$ cat src/rtl/display_source_switch.sv
// Glitch-free N-way selector for VGA (RGB/HS/VS) and seven-segment sources; switches only at vsync, then blanks.
// Optional macro SRC_SWITCH_TIMEOUT_EN forces a stalled switch after TIMEOUT_CYC cycles without a vsync.
module display_source_switch #(
    parameter int NUM_SRC      = 4,
    parameter int RGB_W        = 12,
    parameter int SEG_SEL_W    = 4,
    parameter int SEG_W        = 7,
    parameter int BLANK_FRAMES = 1,
    parameter int DEFAULT_SRC  = 0,
    parameter int TIMEOUT_CYC  = 2000000,
    localparam int SEL_W       = (NUM_SRC > 1) ? $clog2(NUM_SRC) : 1
) (
    input  logic                          sys_clk,
    input  logic                          sys_rst,
    input  logic [SEL_W-1:0]              sel_in,
    input  logic [NUM_SRC*RGB_W-1:0]      rgb_in,
    input  logic [NUM_SRC-1:0]            hs_in,
    input  logic [NUM_SRC-1:0]            vs_in,
    input  logic [NUM_SRC*SEG_SEL_W-1:0]  seg_sel_in,
    input  logic [NUM_SRC*SEG_W-1:0]      seg_led_in,
    output logic [RGB_W-1:0]              rgb_out,
    output logic                          hs_out,
    output logic                          vs_out,
    output logic [SEG_SEL_W-1:0]          seg_sel_out,
    output logic [SEG_W-1:0]              seg_led_out,
    output logic [SEL_W-1:0]              active_src,
    output logic                          switching
);

    localparam int BCNT_W = $clog2(BLANK_FRAMES + 1);

    typedef enum logic [1:0] {
        ST_STEADY  = 2'd0,
        ST_WAIT_VS = 2'd1,
        ST_BLANK   = 2'd2
    } state_t;

    state_t                 r_state;
    logic [SEL_W-1:0]       r_active_src;
    logic [SEL_W-1:0]       r_target;
    logic                   r_pending;
    logic                   r_vs_prev;
    logic [BCNT_W-1:0]      r_blank_cnt;
    logic                   r_switching;
    logic [RGB_W-1:0]       r_rgb_out;
    logic                   r_hs_out;
    logic                   r_vs_out;
    logic [SEG_SEL_W-1:0]   r_seg_sel_out;
    logic [SEG_W-1:0]       r_seg_led_out;

    logic                   w_sel_valid;
    logic                   w_req;
    logic [SEL_W-1:0]       w_next_tgt;
    logic                   w_vs_cur;
    logic                   w_vs_fall;
    logic                   w_to_exp;
    logic                   w_event;
    logic [RGB_W-1:0]       w_rgb_sel;
    logic [SEG_SEL_W-1:0]   w_seg_sel_sel;
    logic [SEG_W-1:0]       w_seg_led_sel;

    assign w_sel_valid = (32'(sel_in) < 32'(NUM_SRC));
    assign w_req       = w_sel_valid && (sel_in != r_active_src);
    assign w_next_tgt  = w_sel_valid ? sel_in : r_target;
    assign w_vs_cur    = vs_in[r_active_src];
    assign w_vs_fall   = r_vs_prev && !w_vs_cur;
    assign w_event     = w_vs_fall || w_to_exp;

`ifdef SRC_SWITCH_TIMEOUT_EN
    localparam int TO_W = ($clog2(TIMEOUT_CYC + 1) > 20) ? $clog2(TIMEOUT_CYC + 1) : 20;
    logic [TO_W-1:0] r_to_cnt;

    assign w_to_exp = (r_state != ST_STEADY) && (r_to_cnt == TO_W'(TIMEOUT_CYC - 1));

    // Per-frame watchdog: restarts on every frame boundary and whenever no switch is in flight
    always_ff @(posedge sys_clk) begin
        if (sys_rst) begin
            r_to_cnt <= {TO_W{1'b0}};
        end else if ((r_state == ST_STEADY) || w_event ||
                     ((r_state == ST_WAIT_VS) && (w_next_tgt == r_active_src))) begin
            r_to_cnt <= {TO_W{1'b0}};
        end else begin
            r_to_cnt <= r_to_cnt + TO_W'(1);
        end
    end
`else
    // Without the watchdog a switch waits for a real vsync; expression is constant false
    assign w_to_exp = (TIMEOUT_CYC < 0);
`endif

    // Source data selection for the output registers
    always_comb begin
        w_rgb_sel     = rgb_in[r_active_src*RGB_W +: RGB_W];
        w_seg_sel_sel = seg_sel_in[r_active_src*SEG_SEL_W +: SEG_SEL_W];
        w_seg_led_sel = seg_led_in[r_active_src*SEG_W +: SEG_W];
    end

    // Switch controller and registered outputs
    always_ff @(posedge sys_clk) begin
        if (sys_rst) begin
            r_state       <= ST_STEADY;
            r_active_src  <= SEL_W'(DEFAULT_SRC);
            r_target      <= SEL_W'(DEFAULT_SRC);
            r_pending     <= 1'b0;
            r_vs_prev     <= 1'b1;
            r_blank_cnt   <= {BCNT_W{1'b0}};
            r_switching   <= 1'b0;
            r_rgb_out     <= {RGB_W{1'b0}};
            r_hs_out      <= 1'b1;
            r_vs_out      <= 1'b1;
            r_seg_sel_out <= {SEG_SEL_W{1'b0}};
            r_seg_led_out <= {SEG_W{1'b0}};
        end else begin
            r_vs_prev <= w_vs_cur;
            r_hs_out  <= hs_in[r_active_src];
            r_vs_out  <= w_vs_cur;
            if (r_state == ST_BLANK) begin
                r_rgb_out     <= {RGB_W{1'b0}};
                r_seg_sel_out <= {SEG_SEL_W{1'b0}};
                r_seg_led_out <= {SEG_W{1'b0}};
            end else begin
                r_rgb_out     <= w_rgb_sel;
                r_seg_sel_out <= w_seg_sel_sel;
                r_seg_led_out <= w_seg_led_sel;
            end

            case (r_state)
                ST_STEADY: begin
                    if (w_req) begin
                        r_target    <= sel_in;
                        r_state     <= ST_WAIT_VS;
                        r_switching <= 1'b1;
                    end
                end
                ST_WAIT_VS: begin
                    r_target <= w_next_tgt;
                    if (w_next_tgt == r_active_src) begin
                        r_state     <= ST_STEADY;
                        r_switching <= 1'b0;
                    end else if (w_event) begin
                        // Re-seed the edge detector from the new source so its level is not seen as an edge
                        r_active_src <= w_next_tgt;
                        r_vs_prev    <= vs_in[w_next_tgt];
                        r_blank_cnt  <= BCNT_W'(BLANK_FRAMES);
                        r_state      <= ST_BLANK;
                    end
                end
                ST_BLANK: begin
                    if (w_req) begin
                        r_pending <= 1'b1;
                        r_target  <= sel_in;
                    end
                    if (w_event) begin
                        if (r_blank_cnt == BCNT_W'(1)) begin
                            r_blank_cnt <= {BCNT_W{1'b0}};
                            r_pending   <= 1'b0;
                            r_state     <= (r_pending || w_req) ? ST_WAIT_VS : ST_STEADY;
                            r_switching <= r_pending || w_req;
                        end else begin
                            r_blank_cnt <= r_blank_cnt - BCNT_W'(1);
                        end
                    end
                end
                default: begin
                    r_state     <= ST_STEADY;
                    r_switching <= 1'b0;
                end
            endcase
        end
    end

    assign rgb_out     = r_rgb_out;
    assign hs_out      = r_hs_out;
    assign vs_out      = r_vs_out;
    assign seg_sel_out = r_seg_sel_out;
    assign seg_led_out = r_seg_led_out;
    assign active_src  = r_active_src;
    assign switching   = r_switching;

endmodule
$ cat config.mk
export PLATFORM = sky130hd
export DESIGN_NAME = display_source_switch
export DESIGN_NICKNAME = d
export VERILOG_FILES = /design/src/rtl/display_source_switch.sv
export SDC_FILE = /design/constraint.sdc
export NUM_CORES = 1
export LEC_CHECK = 0
export ABC_CLOCK_PERIOD_IN_PS = 2600
export CAP_MARGIN = 20
export CORE_MARGIN = 2
export CORE_UTILIZATION = 36
export CTS_CLUSTER_DIAMETER = 30
export DETAILED_ROUTE_END_ITERATION = 6
export PLACE_DENSITY = 0.91
export SLEW_MARGIN = 20
export SYNTH_ARGS = -nofsm -noshare
export SYNTH_HDL_FRONTEND = slang
export SYNTH_SLANG_ARGS = --single-unit
$ cat constraint.sdc
create_clock -name sys_clk -period 2.6 [get_ports sys_clk]
set_input_delay 0.65 -clock sys_clk [delete_from_list [all_inputs] [get_ports sys_clk]]
set_output_delay 0.65 -clock sys_clk [all_outputs]
set_load 0.05 [all_outputs]
==> results of run 1 <==
-- state kept, by name, summed over array words and instances, names as in the netlist --
register / flops
r_vs_prev: 1
r_pending: 1
r_blank_cnt: 1
active_src: 2
rgb_out: 12
vs_out: 1
hs_out: 1
switching: 1
seg_sel_out: 4
r_state: 2
seg_led_out: 7
-- final timing paths --
check | slack (ps) | cells past startpoint | startpoint | end
max | 460 | 5 | vs_in[0] | active_src[0]$_SDFFE_PP0P_
min | 460 | 2 | switching$_SDFFE_PP0P_ | switching$_SDFFE_PP0P_
max reg2reg | 660 | 4 | active_src[0]$_SDFFE_PP0P_ | active_src[0]$_SDFFE_PP0P_
min reg2reg | 460 | 2 | switching$_SDFFE_PP0P_ | switching$_SDFFE_PP0P_
-- cells in the final DEF, fill, tap and decap left out, types with 3 or more instances in the layout --
cell	netlist	routed
sky130_fd_sc_hd__nor2b_1	24	24
sky130_fd_sc_hd__a21oi_1	3	3
sky130_fd_sc_hd__clkbuf_8	0	6
sky130_fd_sc_hd__mux4_1	3	3
sky130_fd_sc_hd__inv_1	4	4
sky130_fd_sc_hd__mux2i_1	3	3
sky130_fd_sc_hd__nor2_1	3	3
sky130_fd_sc_hd__nand2_1	5	5
sky130_fd_sc_hd__buf_4	0	3
sky130_fd_sc_hd__dfxtp_1	33	32
sky130_fd_sc_hd__mux4_2	23	23
sky130_fd_sc_hd__clkdlybuf4s50_1	0	129
-- worst min-delay path: cells and delay by family, from the launching register on --
kind	cells	cell delay, ps
muxes	1	60
and+or+nand+nor	1	50
DFF	1	310
-- synth_stat cells --
cell and n:
sky130_fd_sc_hd__or3_1 1, sky130_fd_sc_hd__a31oi_1 1, sky130_fd_sc_hd__clkbuf_1 3, sky130_fd_sc_hd__mux4_2 23
sky130_fd_sc_hd__nor3_1 2, sky130_fd_sc_hd__nand2_1 5, sky130_fd_sc_hd__o21ai_0 3, sky130_fd_sc_hd__xnor2_1 2
sky130_fd_sc_hd__dfxtp_1 33, sky130_fd_sc_hd__a21oi_1 3, sky130_fd_sc_hd__mux4_1 3, sky130_fd_sc_hd__nor4_1 1
sky130_fd_sc_hd__nand3_1 1, sky130_fd_sc_hd__mux2i_1 3, sky130_fd_sc_hd__nor2b_1 24, sky130_fd_sc_hd__nand4_1 1
sky130_fd_sc_hd__nand2b_1 1, sky130_fd_sc_hd__and3_1 1, sky130_fd_sc_hd__buf_6 1, sky130_fd_sc_hd__a2111oi_4 1
sky130_fd_sc_hd__or2_2 2, sky130_fd_sc_hd__inv_1 4, sky130_fd_sc_hd__a211o_1 1, sky130_fd_sc_hd__o311ai_0 2
sky130_fd_sc_hd__a41o_1 1, sky130_fd_sc_hd__buf_2 4, sky130_fd_sc_hd__and2b_1 1, sky130_fd_sc_hd__nor2_1 3
-- cells by family after synthesis --
kind of cell,count (synthesis)
AO/OA/AOI/OAI,12
XOR/XNOR,2
buffers and inverters,12
flip-flops,33
multiplexers,29
AND/OR/NAND/NOR,43
-- cell type report --
cell class / count / share of cell area
repair buffers: 134 / 0.422
multi-input cells: 86 / 0.310
flip-flops and latches: 33 / 0.206
clock buffers: 7 / 0.0269
well taps: 54 / 0.0211
clock inverters: 1 / 0.00936
inverters: 4 / 0.00468
-- power by group --
part / total [mW] / leakage, nW / switching [mW] / internal (mW)
logic: 0.538 / 0.809 / 0.245 / 0.293
clock network: 0.495 / 0.0585 / 0.182 / 0.312
registers: 0.571 / 0.274 / 0.0212 / 0.550
total: 1.60 / 1.14 / 0.449 / 1.16
-- per-layer routing --
metal	vias to the layer above	GRT usage	share of wire
met4	0	0.0597	0.018
met1	771	0.217	0.37
li1	766	-	-
met2	105	0.336	0.51
met3	8	0.0580	0.099
met5	-	0	0
==> qor.log, run 1 <==
qor: status.status completed
qor: finish.ff_latch_area 662 um^2
qor: grt.track_usage 0.189
qor: timing.fmax 468 MHz
qor: grt.initial_antenna_violation_count 0
qor: clock_tree.tritoncts_num_sinks 33
qor: finish.finish.net_count 368
qor: setup_path.cpPeakStageDelay 550 ps
qor: place.hpwl 4280 um
qor: timing.timing.setup.tns 0 ps
qor: setup_path.worst_setup_path_start_kind input pin
qor: timing.final_setup_skew 4.76 ps
qor: finish.multi_input_gate_area 995 um^2
qor: logic_synthesis.synth_largest_type_area_fraction 0.387
qor: setup_path.worstPathCellList clkdlybuf4s50_1 > mux4_2 > a2111oi_4 > mux2i_1 > nor2_1
qor: grt.first_global_vias 1612
qor: logic_synthesis.synth.largest_area_cell sky130_fd_sc_hd__dfxtp_1
qor: timing.slew_headroom 0.397
qor: clock_tree.clk_transition_reported_paths 70 ps
qor: timing.rsz0062_at_grt no
qor: setup_path.critical_path_slowest_stage_cell sky130_fd_sc_hd__mux4_2
qor: logic_synthesis.synthesis.area 0.00171 mm^2
qor: setup_path.worst-path-buf-inv 1
qor: floorplanning.placement_rows 25
qor: logic_synthesis.synth-xor-area-share 0.0102
qor: place.routabilityCongestion 0.793
qor: pwr.vdd_ir_drop_max 0.217 mV
qor: logic_synthesis.number_of_different_library_cells_in_the_post_synthesis_netlist 28
qor: place.count_of_buffers_inserted_at_the_top_level_ports 131
qor: finish.postLayoutCoreUtil 0.689
qor: finish.count_of_non_filler_cells_in_the_finished_layout 319
qor: floorplanning.chipHeight 72.9 um
qor: floorplanning.pin_count 132
qor: setup_path.worst_ep_arrival_time 2300 ps
qor: floorplanning.start_util 0.367
qor: clock_tree.tritoncts built
qor: clock_tree.clock_latency 280 ps
qor: timing.fin_worst_hold_slack 465 ps
qor: logic_synthesis.synth_compound_gate_area_share 0.0586
qor: pwr.finalPower 1.60 mW
qor: clock_tree.numCtsBuffers 5
qor: setup_path.worstSetupEndpointType flop
qor: logic_synthesis.yosys_warnings 0
qor: logic_synthesis.synth_mux_area_frac 0.367
qor: route.detail_route.drc_violations 0
qor: logic_synthesis.synth_top_family_by_area multiplexers
qor: route.postRouteWirelength 5170 um
qor: flow_run.drv_cap 0
qor: logic_synthesis.synth_simple_gate_area_frac 0.144
qor: pwr.power.density_cell_area 500 mW/mm^2
qor: finish.post_route_cells_drive_above_1_share 0.151
qor: clock_tree.postCtsSetupRepairBufs 0
qor: min_path.timing.hold.worst.class reg -> reg
qor: finish.fillCellCount 343
qor: floorplanning.floorplan.die_area 0.00531 mm^2
qor: logic_synthesis.post_synth_fa_ha_maj_area_fraction 0
qor: setup_path.worstPathRequired 2760 ps
qor: place.detailed_place.area 0.00309 mm^2
qor: clock_tree.clockRootBuffer sky130_fd_sc_hd__clkbuf_8
qor: setup_path.worst-setup-path-type in -> reg
qor: route.drt-pass1-iter-count 4
qor: timing.final.setup.worst_slack 462 ps
qor: timing.timing.final.setup_violations 0
qor: route.post_drt_via_cell_ratio 5.17
qor: pwr.cellLeakagePower 1.14 nW
qor: finish.area_added_between_synthesis_and_finish 87.8%
qor: logic_synthesis.synthesis.instances 131
qor: setup_path.crit_fanout 6
qor: clock_tree.post_cts_resize_count 0
qor: route.route.vias.total 1650
qor: finish.stdcell_area 0.00321 mm^2
qor: timing.hold_violations 0
qor: clock_tree.cts.hold.buffers_added 0
qor: setup_path.delay_heaviest_family_cp multiplexers
qor: clock_tree.cts.htree.levels 2
qor: clock_tree.clockBufferDepth 2
qor: timing.final-max-slew-violation-count 0
qor: logic_synthesis.synth_sequential_area_ratio 0.387
qor: place.place.detailed.instances 311
qor: timing.finalCritPeriodShare 0.822
qor: logic_synthesis.syn-num-nets 235
qor: finish.antenna_cells 0
qor: route.ant_nets 0
qor: place.post_placement_setup_slack 170 ps
qor: grt.grt_pass1_wl 7600 um
qor: timing.tightest_slew 905 ps
qor: logic_synthesis.netlist_top_cells_area sky130_fd_sc_hd__dfxtp_1 (39%), sky130_fd_sc_hd__mux4_2 (30%), sky130_fd_sc_hd__nor2b_1 (8.8%)
qor: logic_synthesis.synthesis.area_per_instance 13.0 um^2
qor: logic_synthesis.synth_seq_cells 33
qor: timing.min_period 2140 ps
qor: floorplanning.core_region_area 0.00466 mm^2
qor: floorplanning.horizontal_die_dimension 72.9 um
qor: route.routed_wire_length_per_instance 16.2 um
qor: grt.grt_overflow_total 0
qor: grt.largest_net_degree_at_the_start_of_global_routing 24
qor: route.drt_first_iter_violations 54
Power figures use the tool's default switching activity.
==> inputs of run 2 (changes only) <==
--- a/config.mk
+++ b/config.mk
@@ -5,13 +5,13 @@
 export SDC_FILE = /design/constraint.sdc
 export NUM_CORES = 1
 export LEC_CHECK = 0
-export ABC_CLOCK_PERIOD_IN_PS = 2600
+export ABC_CLOCK_PERIOD_IN_PS = 2100
 export CAP_MARGIN = 20
 export CORE_MARGIN = 2
-export CORE_UTILIZATION = 36
+export CORE_UTILIZATION = 33
 export CTS_CLUSTER_DIAMETER = 30
 export DETAILED_ROUTE_END_ITERATION = 6
-export PLACE_DENSITY = 0.91
+export PLACE_DENSITY = 0.85
 export SLEW_MARGIN = 20
 export SYNTH_ARGS = -nofsm -noshare
 export SYNTH_HDL_FRONTEND = slang
==> constraint.sdc (replaced) <==
create_clock -name sys_clk -period 2.1 [get_ports sys_clk]
set_input_delay 0.525 -clock sys_clk [delete_from_list [all_inputs] [get_ports sys_clk]]
set_output_delay 0.525 -clock sys_clk [all_outputs]
set_load 0.05 [all_outputs]
==> run 2 against run 1 <==
Compared with the run above:
- setup slack worse by 340 ps
- clock power down 4.6%
- non-clock buffer count is 10 higher
- critical path depth unchanged
==> qor.log, run 2 (synthesis results as in run 1) <==
qor: finish.area_added_between_synthesis_and_finish 91.4% [was 87.8%]
qor: grt.track_usage 0.187 [was 0.189]
qor: grt.first_global_vias 1694 [was 1612]
qor: timing.finalCritPeriodShare 0.940
qor: place.count_of_buffers_inserted_at_the_top_level_ports 131 [unchanged]
qor: setup_path.worst_ep_arrival_time 2140 ps [was 2300 ps]
qor: clock_tree.numCtsBuffers 5 [unchanged]
qor: setup_path.delay_heaviest_family_cp multiplexers [unchanged]
qor: floorplanning.chipHeight 76.0 um [was 72.9 um]
qor: status.status completed [unchanged]
qor: timing.final-max-slew-violation-count 0 [unchanged]
qor: setup_path.worst-setup-path-type in -> reg [unchanged]
qor: setup_path.crit_fanout 3 [was 6]
qor: setup_path.cpPeakStageDelay 530 ps [was 550 ps]
qor: finish.largest_register_ffs 12 [unchanged]
qor: pwr.vdd_ir_drop_max 0.259 mV [was 0.217 mV]
qor: pwr.power.density_cell_area 568 mW/mm^2 [was 500 mW/mm^2]
qor: clock_tree.clk_transition_reported_paths 60 ps [was 70 ps]
qor: grt.grt_overflow_total 0 [unchanged]
qor: clock_tree.cts.hold.buffers_added 0 [unchanged]
qor: grt.largest_net_degree_at_the_start_of_global_routing 21 [was 24]
qor: clock_tree.clockRootBuffer sky130_fd_sc_hd__clkbuf_8 [unchanged]
qor: route.postRouteWirelength 5150 um [was 5170 um]
qor: floorplanning.placement_rows 26 [was 25]
qor: setup_path.worstPathRequired 2270 ps [was 2760 ps]
qor: clock_tree.clockBufferDepth 2 [unchanged]
qor: timing.final.setup.worst_slack 125 ps [was 462 ps]
qor: clock_tree.tritoncts built [unchanged]
qor: setup_path.critical_path_slowest_stage_cell sky130_fd_sc_hd__mux4_2 [unchanged]
qor: timing.final_setup_skew 4.56 ps [was 4.76 ps]
qor: route.drt-pass1-iter-count 4 [unchanged]
qor: timing.hold_violations 0 [unchanged]
qor: timing.timing.final.setup_violations 0 [unchanged]
qor: place.hpwl 4400 um [was 4280 um]
qor: route.ant_nets 0 [unchanged]
qor: setup_path.worstSetupEndpointType flop [unchanged]
qor: route.route.vias.total 1664 [was 1650]
qor: route.drt_first_iter_violations 38 [was 54]
qor: timing.slew_headroom 0.639 [was 0.397]
qor: finish.stdcell_area 0.00327 mm^2 [was 0.00321 mm^2]
qor: grt.grt_pass1_wl 8450 um [was 7600 um]
qor: finish.antenna_cells 0 [unchanged]
qor: flow_run.drv_cap 0 [unchanged]
qor: floorplanning.start_util 0.339 [was 0.367]
qor: clock_tree.clock_latency 270 ps [was 280 ps]
qor: floorplanning.pin_count 132 [unchanged]
qor: grt.initial_antenna_violation_count 0 [unchanged]
qor: timing.timing.setup.tns 0 ps [unchanged]
qor: clock_tree.postCtsSetupRepairBufs 0 [unchanged]
qor: place.routabilityCongestion 0.911 [was 0.793]
qor: finish.finish.net_count 378 [was 368]
qor: floorplanning.core_region_area 0.00504 mm^2 [was 0.00466 mm^2]
qor: clock_tree.tritoncts_num_sinks 33 [unchanged]
qor: route.detail_route.drc_violations 0 [unchanged]
qor: clock_tree.cts.htree.levels 2 [unchanged]
qor: timing.min_period 1970 ps
qor: finish.fillCellCount 403 [was 343]
qor: route.routed_wire_length_per_instance 15.0 um [was 16.2 um]
qor: pwr.cellLeakagePower 1.18 nW [was 1.14 nW]
qor: finish.most-common-layout-cells sky130_fd_sc_hd__clkdlybuf4s50_1 (128), sky130_fd_sc_hd__dfxtp_1 (32), sky130_fd_sc_hd__nor2b_1 (24), sky130_fd_sc_hd__mux4_2 (23), sky130_fd_sc_hd__buf_4 (14) [was sky130_fd_sc_hd__clkdlybuf4s50_1 (129), sky130_fd_sc_hd__dfxtp_1 (32), sky130_fd_sc_hd__nor2b_1 (24), sky130_fd_sc_hd__mux4_2 (23), sky130_fd_sc_hd__clkbuf_8 (6)]
qor: finish.post_route_cells_drive_above_1_share 0.182 [was 0.151]
qor: pwr.finalPower 1.86 mW [was 1.60 mW]
qor: timing.fmax 506 MHz
qor: timing.rsz0062_at_grt no [unchanged]
qor: route.post_drt_via_cell_ratio 4.84 [was 5.17]
qor: floorplanning.horizontal_die_dimension 76.0 um [was 72.9 um]
qor: timing.tightest_slew 540 ps [was 905 ps]
qor: setup_path.worst_setup_path_start_kind input pin [unchanged]
qor: min_path.timing.hold.worst.class reg -> reg [unchanged]
qor: setup_path.worst-path-buf-inv 1 [unchanged]
qor: place.post_placement_setup_slack -165 ps [was 170 ps]
qor: setup_path.worstPathCellList clkdlybuf4s50_1 > mux4_2 > a2111oi_4 > mux2i_1 > nor2_1 [unchanged]
qor: floorplanning.floorplan.die_area 0.00577 mm^2 [was 0.00531 mm^2]
qor: finish.layout.cells.most_common sky130_fd_sc_hd__clkdlybuf4s50_1 [unchanged]
qor: place.detailed_place.area 0.00319 mm^2 [was 0.00309 mm^2]
-- run 2: cell types whose count changed in the layout (fill, tap and decap cells not counted) --
cell | before | now
sky130_fd_sc_hd__buf_4 | 3 | 14
sky130_fd_sc_hd__bufinv_16 | 1 | 0
sky130_fd_sc_hd__clkdlybuf4s50_1 | 129 | 128
sky130_fd_sc_hd__o21ai_0 | 2 | 1
sky130_fd_sc_hd__o21ai_1 | 0 | 1
-- run 2: cell type report --
cell class,count,area (um^2),area share
clock buffers,7,86.3,0.0264
inverters,4,15.0,0.00459
flip-flops and latches,33,662,0.202
well taps,70,87.6,0.0268
multi-input cells,86,995,0.304
repair buffers,144,1430,0.436
-- run 2: power by group --
part / leakage, nW / switching, mW / internal, mW / total [mW]
Sequential: 0.274 / 0.0224 / 0.681 / 0.703
Combinational: 0.859 / 0.307 / 0.377 / 0.684
Clock: 0.0443 / 0.212 / 0.260 / 0.472
-- run 2: path summary, 6_finish.rpt --
kind,slack [ps],start,cells after the start,endpoint
hold / removal,470,switching$_SDFFE_PP0P_,2,switching$_SDFFE_PP0P_
setup reg to reg,410,active_src[0]$_SDFFE_PP0P_,6,switching$_SDFFE_PP0P_
hold reg to reg,470,switching$_SDFFE_PP0P_,2,switching$_SDFFE_PP0P_
setup / recovery,130,vs_in[3],5,active_src[0]$_SDFFE_PP0P_
-- run 2: repair_timing --
item | 4_1_cts | 5_1_grt
setup endpoints to repair | 0 | 1
endpoints found under the hold margin | 0 | 0
gates resized for setup | 0 | 1
-- run 2: routing by layer --
layer | vias to the layer above | global-route usage | wire length (um)
met2 | 97 | 0.314 | 2570
met1 | 773 | 0.223 | 2020
li1 | 782 | - | -
met3 | 12 | 0.0536 | 391
met4 | 0 | 0.0818 | 163
met5 | - | 0 | 0
-- run 2: per-stage QoR --
stage	cells	hold WS (ps)	utilization
finish	344	474	0.649
CTS	344	483	0.649
floorplan	131	493	-
global placement	337	452	0.632
detailed placement	337	468	0.632
global route	344	497	0.649
-- run 2: tightest hold or removal path, delay by kind of cell, from the launching register on --
kind          cells  cell delay [ps]
mux               1               60
simple gates      1               50
flops             1              310
==> inputs of run 3 (changes only) <==
--- a/config.mk
+++ b/config.mk
@@ -11,6 +11,7 @@
 export CORE_UTILIZATION = 33
 export CTS_CLUSTER_DIAMETER = 30
 export DETAILED_ROUTE_END_ITERATION = 6
+export MAX_ROUTING_LAYER = met4
 export PLACE_DENSITY = 0.85
 export SLEW_MARGIN = 20
 export SYNTH_ARGS = -nofsm -noshare
==> run 3 against run 2 <==
Compared with the run above:
- register-to-register slack barely moved
- sequential share of layout area about the same
- critical path depth is the same
- maximum frequency decreased by 0.89%
- clock power about the same
- critical path type unchanged
- critical endpoint unchanged
==> qor.log, run 3 (synthesis results as in run 1) <==
qor: timing.fmax 502 MHz [was 506 MHz]
qor: min_path.holdCritStartpoint switching$_SDFFE_PP0P_ [unchanged]
qor: clock_tree.cts.htree.levels 2 [unchanged]
qor: grt.initial_antenna_violation_count 0 [unchanged]
qor: floorplanning.start_util 0.339 [unchanged]
qor: finish.antenna_cells 0 [unchanged]
qor: grt.track_usage 0.198 [was 0.187]
qor: status.status completed [unchanged]
qor: route.postRouteWirelength 5330 um [was 5150 um]
qor: route.route.vias.total 1666 [was 1664]
qor: timing.hold_violations 0 [unchanged]
qor: place.post_placement_setup_slack -184 ps [was -165 ps]
qor: route.routed_wire_length_per_instance 15.5 um [was 15.0 um]
qor: pwr.finalPower 1.86 mW [about the same]
qor: timing.final-max-slew-violation-count 0 [unchanged]
qor: setup_path.worst_ep_arrival_time 2140 ps [about the same]
qor: grt.grt_pass1_wl 8800 um [was 8450 um]
qor: clock_tree.clockBufferDepth 2 [unchanged]
qor: route.detail_route.drc_violations 0 [unchanged]
qor: clock_tree.clk_transition_reported_paths 60 ps [about the same]
qor: route.post_drt_via_cell_ratio 4.86 [was 4.84]
qor: pwr.vdd_ir_drop_max 0.341 mV [was 0.259 mV]
qor: clock_tree.tritoncts_num_sinks 33 [unchanged]
qor: place.hpwl 4520 um [was 4400 um]
qor: finish.area_added_between_synthesis_and_finish 91.0% [was 91.4%]
qor: setup_path.crit_fanout 3 [unchanged]
qor: grt.largest_net_degree_at_the_start_of_global_routing 21 [unchanged]
qor: setup_path.reg2reg_setup_slack 400 ps [was 410 ps]
qor: pwr.power.density_cell_area 571 mW/mm^2 [was 568 mW/mm^2]
qor: place.count_of_buffers_inserted_at_the_top_level_ports 131 [unchanged]
qor: pwr.cellLeakagePower 1.17 nW [was 1.18 nW]
qor: clock_tree.numCtsBuffers 5 [unchanged]
qor: flow_run.drv_cap 0 [unchanged]
qor: route.drt-pass1-iter-count 4 [unchanged]
qor: place.routabilityCongestion 0.907 [was 0.911]
qor: setup_path.worstSetupEndpointType flop [unchanged]
qor: floorplanning.placement_rows 26 [unchanged]
qor: timing.final_setup_skew 3.29 ps [was 4.56 ps]
qor: timing.rsz0062_at_grt no [unchanged]
qor: finish.layout.cells.most_common sky130_fd_sc_hd__clkdlybuf4s50_1 [unchanged]
qor: finish.postLayoutCoreUtil 0.647 [was 0.649]
qor: setup_path.reg2reg_depth 4 [was 6]
qor: finish.finish.net_count 377 [was 378]
qor: pwr.power_switching 0.547 mW [was 0.542 mW]
qor: finish.most-common-layout-cells sky130_fd_sc_hd__clkdlybuf4s50_1 (128), sky130_fd_sc_hd__dfxtp_1 (32), sky130_fd_sc_hd__nor2b_1 (24), sky130_fd_sc_hd__mux4_2 (23), sky130_fd_sc_hd__buf_4 (13) [was sky130_fd_sc_hd__clkdlybuf4s50_1 (128), sky130_fd_sc_hd__dfxtp_1 (32), sky130_fd_sc_hd__nor2b_1 (24), sky130_fd_sc_hd__mux4_2 (23), sky130_fd_sc_hd__buf_4 (14)]
qor: floorplanning.floorplan.die_area 0.00577 mm^2 [unchanged]
qor: setup_path.worstPathRequired 2250 ps [was 2270 ps]
qor: timing.timing.setup.tns 0 ps [unchanged]
qor: finish.ff_latch_area 662 um^2 [unchanged]
qor: finish.post_route_cells_drive_above_1_share 0.179 [was 0.182]
qor: timing.final.setup.worst_slack 108 ps [was 125 ps]
qor: grt.grt_overflow_total 0 [unchanged]
qor: min_path.worstHoldEndpoint switching$_SDFFE_PP0P_ [unchanged]
qor: min_path.timing.hold.worst.class reg -> reg [unchanged]
qor: clock_tree.clock_latency 270 ps [about the same]
qor: place.detailed_place.area 0.00318 mm^2 [was 0.00319 mm^2]
qor: finish.count_of_non_filler_cells_in_the_finished_layout 343 [was 344]
qor: timing.min_period 1990 ps [was 1970 ps]
qor: setup_path.worst_setup_path_start_kind input pin [unchanged]
qor: setup_path.end_of_the_worst_register_to_register_path active_src[0]$_SDFFE_PP0P_ [was switching$_SDFFE_PP0P_]
qor: route.drt_first_iter_violations 52 [was 38]
qor: floorplanning.core_region_area 0.00504 mm^2 [unchanged]
qor: finish.multi_input_gate_area 995 um^2 [unchanged]
qor: timing.slew_headroom 0.641 [was 0.639]
qor: route.ant_nets 0 [unchanged]
qor: min_path.timing.hold.worst_path_depth 2 [unchanged]
qor: place.place.detailed.instances 336 [was 337]
qor: finish.stdcell_area 0.00326 mm^2 [was 0.00327 mm^2]
qor: timing.timing.final.setup_violations 0 [unchanged]
qor: timing.fin_worst_hold_slack 464 ps [was 474 ps]
qor: pwr.pwr-share-comb 0.368 [about the same]
qor: clock_tree.postCtsSetupRepairBufs 0 [unchanged]
qor: grt.first_global_vias 1776 [was 1694]
qor: clock_tree.tritoncts built [unchanged]
qor: timing.finalCritPeriodShare 0.949 [was 0.940]
qor: floorplanning.chipHeight 76.0 um [unchanged]
qor: clock_tree.clockRootBuffer sky130_fd_sc_hd__clkbuf_8 [unchanged]
qor: pwr.seq_power_share 0.377 [was 0.378]
qor: setup_path.worstReg2RegStart active_src[0]$_SDFFE_PP0P_ [unchanged]
qor: pwr.power.clock.fraction 0.254 [about the same]
qor: setup_path.worst-setup-path-type in -> reg [unchanged]
qor: finish.largest_register_ffs 12 [unchanged]
qor: pwr.p_sw_frac 0.294 [was 0.291]
qor: timing.tightest_slew 537 ps [was 540 ps]
qor: floorplanning.pin_count 132 [unchanged]
qor: floorplanning.horizontal_die_dimension 76.0 um [unchanged]
qor: finish.fillCellCount 409 [was 403]
qor: pwr.internal-power 1.32 mW [about the same]
==> run 3: worst max-delay path by stage <==
stage                                           from                          to  slack (ps)
after floorplan           active_src[1]$_SDFFE_PP0P_  active_src[0]$_SDFFE_PP0P_         110
after global placement                      vs_in[3]  active_src[0]$_SDFFE_PP0P_        -130
after detailed placement                    vs_in[3]  active_src[0]$_SDFFE_PP0P_        -180
after CTS                                   vs_in[3]  active_src[0]$_SDFFE_PP0P_         110
after global routing                        vs_in[3]  active_src[0]$_SDFFE_PP0P_          40
final                                       vs_in[3]  active_src[0]$_SDFFE_PP0P_         110
==> run 3: timing repair <==
action	CTS	global route
endpoints found under the setup margin	0	1
hold buffers	0	0
gates resized for setup	0	1
==> run 3: area by class of cell <==
class                   instances  area share
inverters                       4     0.00460
flip-flops and latches         33       0.203
repair buffers                143       0.435
clock buffers                   7      0.0264
well taps                      70      0.0268
multi-input cells              86       0.305
==> run 3: power by group through the flow <==
stage | Combinational, mW | Sequential [mW] | Clock, mW
after CTS | 0.694 | 0.704 | 0.494
final | 0.686 | 0.703 | 0.474
after global placement | 0.680 | 0.716 | 0
after global routing | 0.725 | 0.709 | 0.516
after floorplan | 0.186 | 0.879 | 0
after detailed placement | 0.692 | 0.718 | 0
==> run 3: routing by layer <==
layer  wire [um]  global-route usage
met1        2050               0.222
met2        2800               0.350
met3         426              0.0548
met4          59              0.0509
met5           0                   -
==> run 3: worst max-delay path: stages <==
cell and delay (ps):
sky130_fd_sc_hd__clkdlybuf4s50_1 410, sky130_fd_sc_hd__mux4_2 520, sky130_fd_sc_hd__a2111oi_4 400, sky130_fd_sc_hd__mux2i_1 230, sky130_fd_sc_hd__nor2_1 50
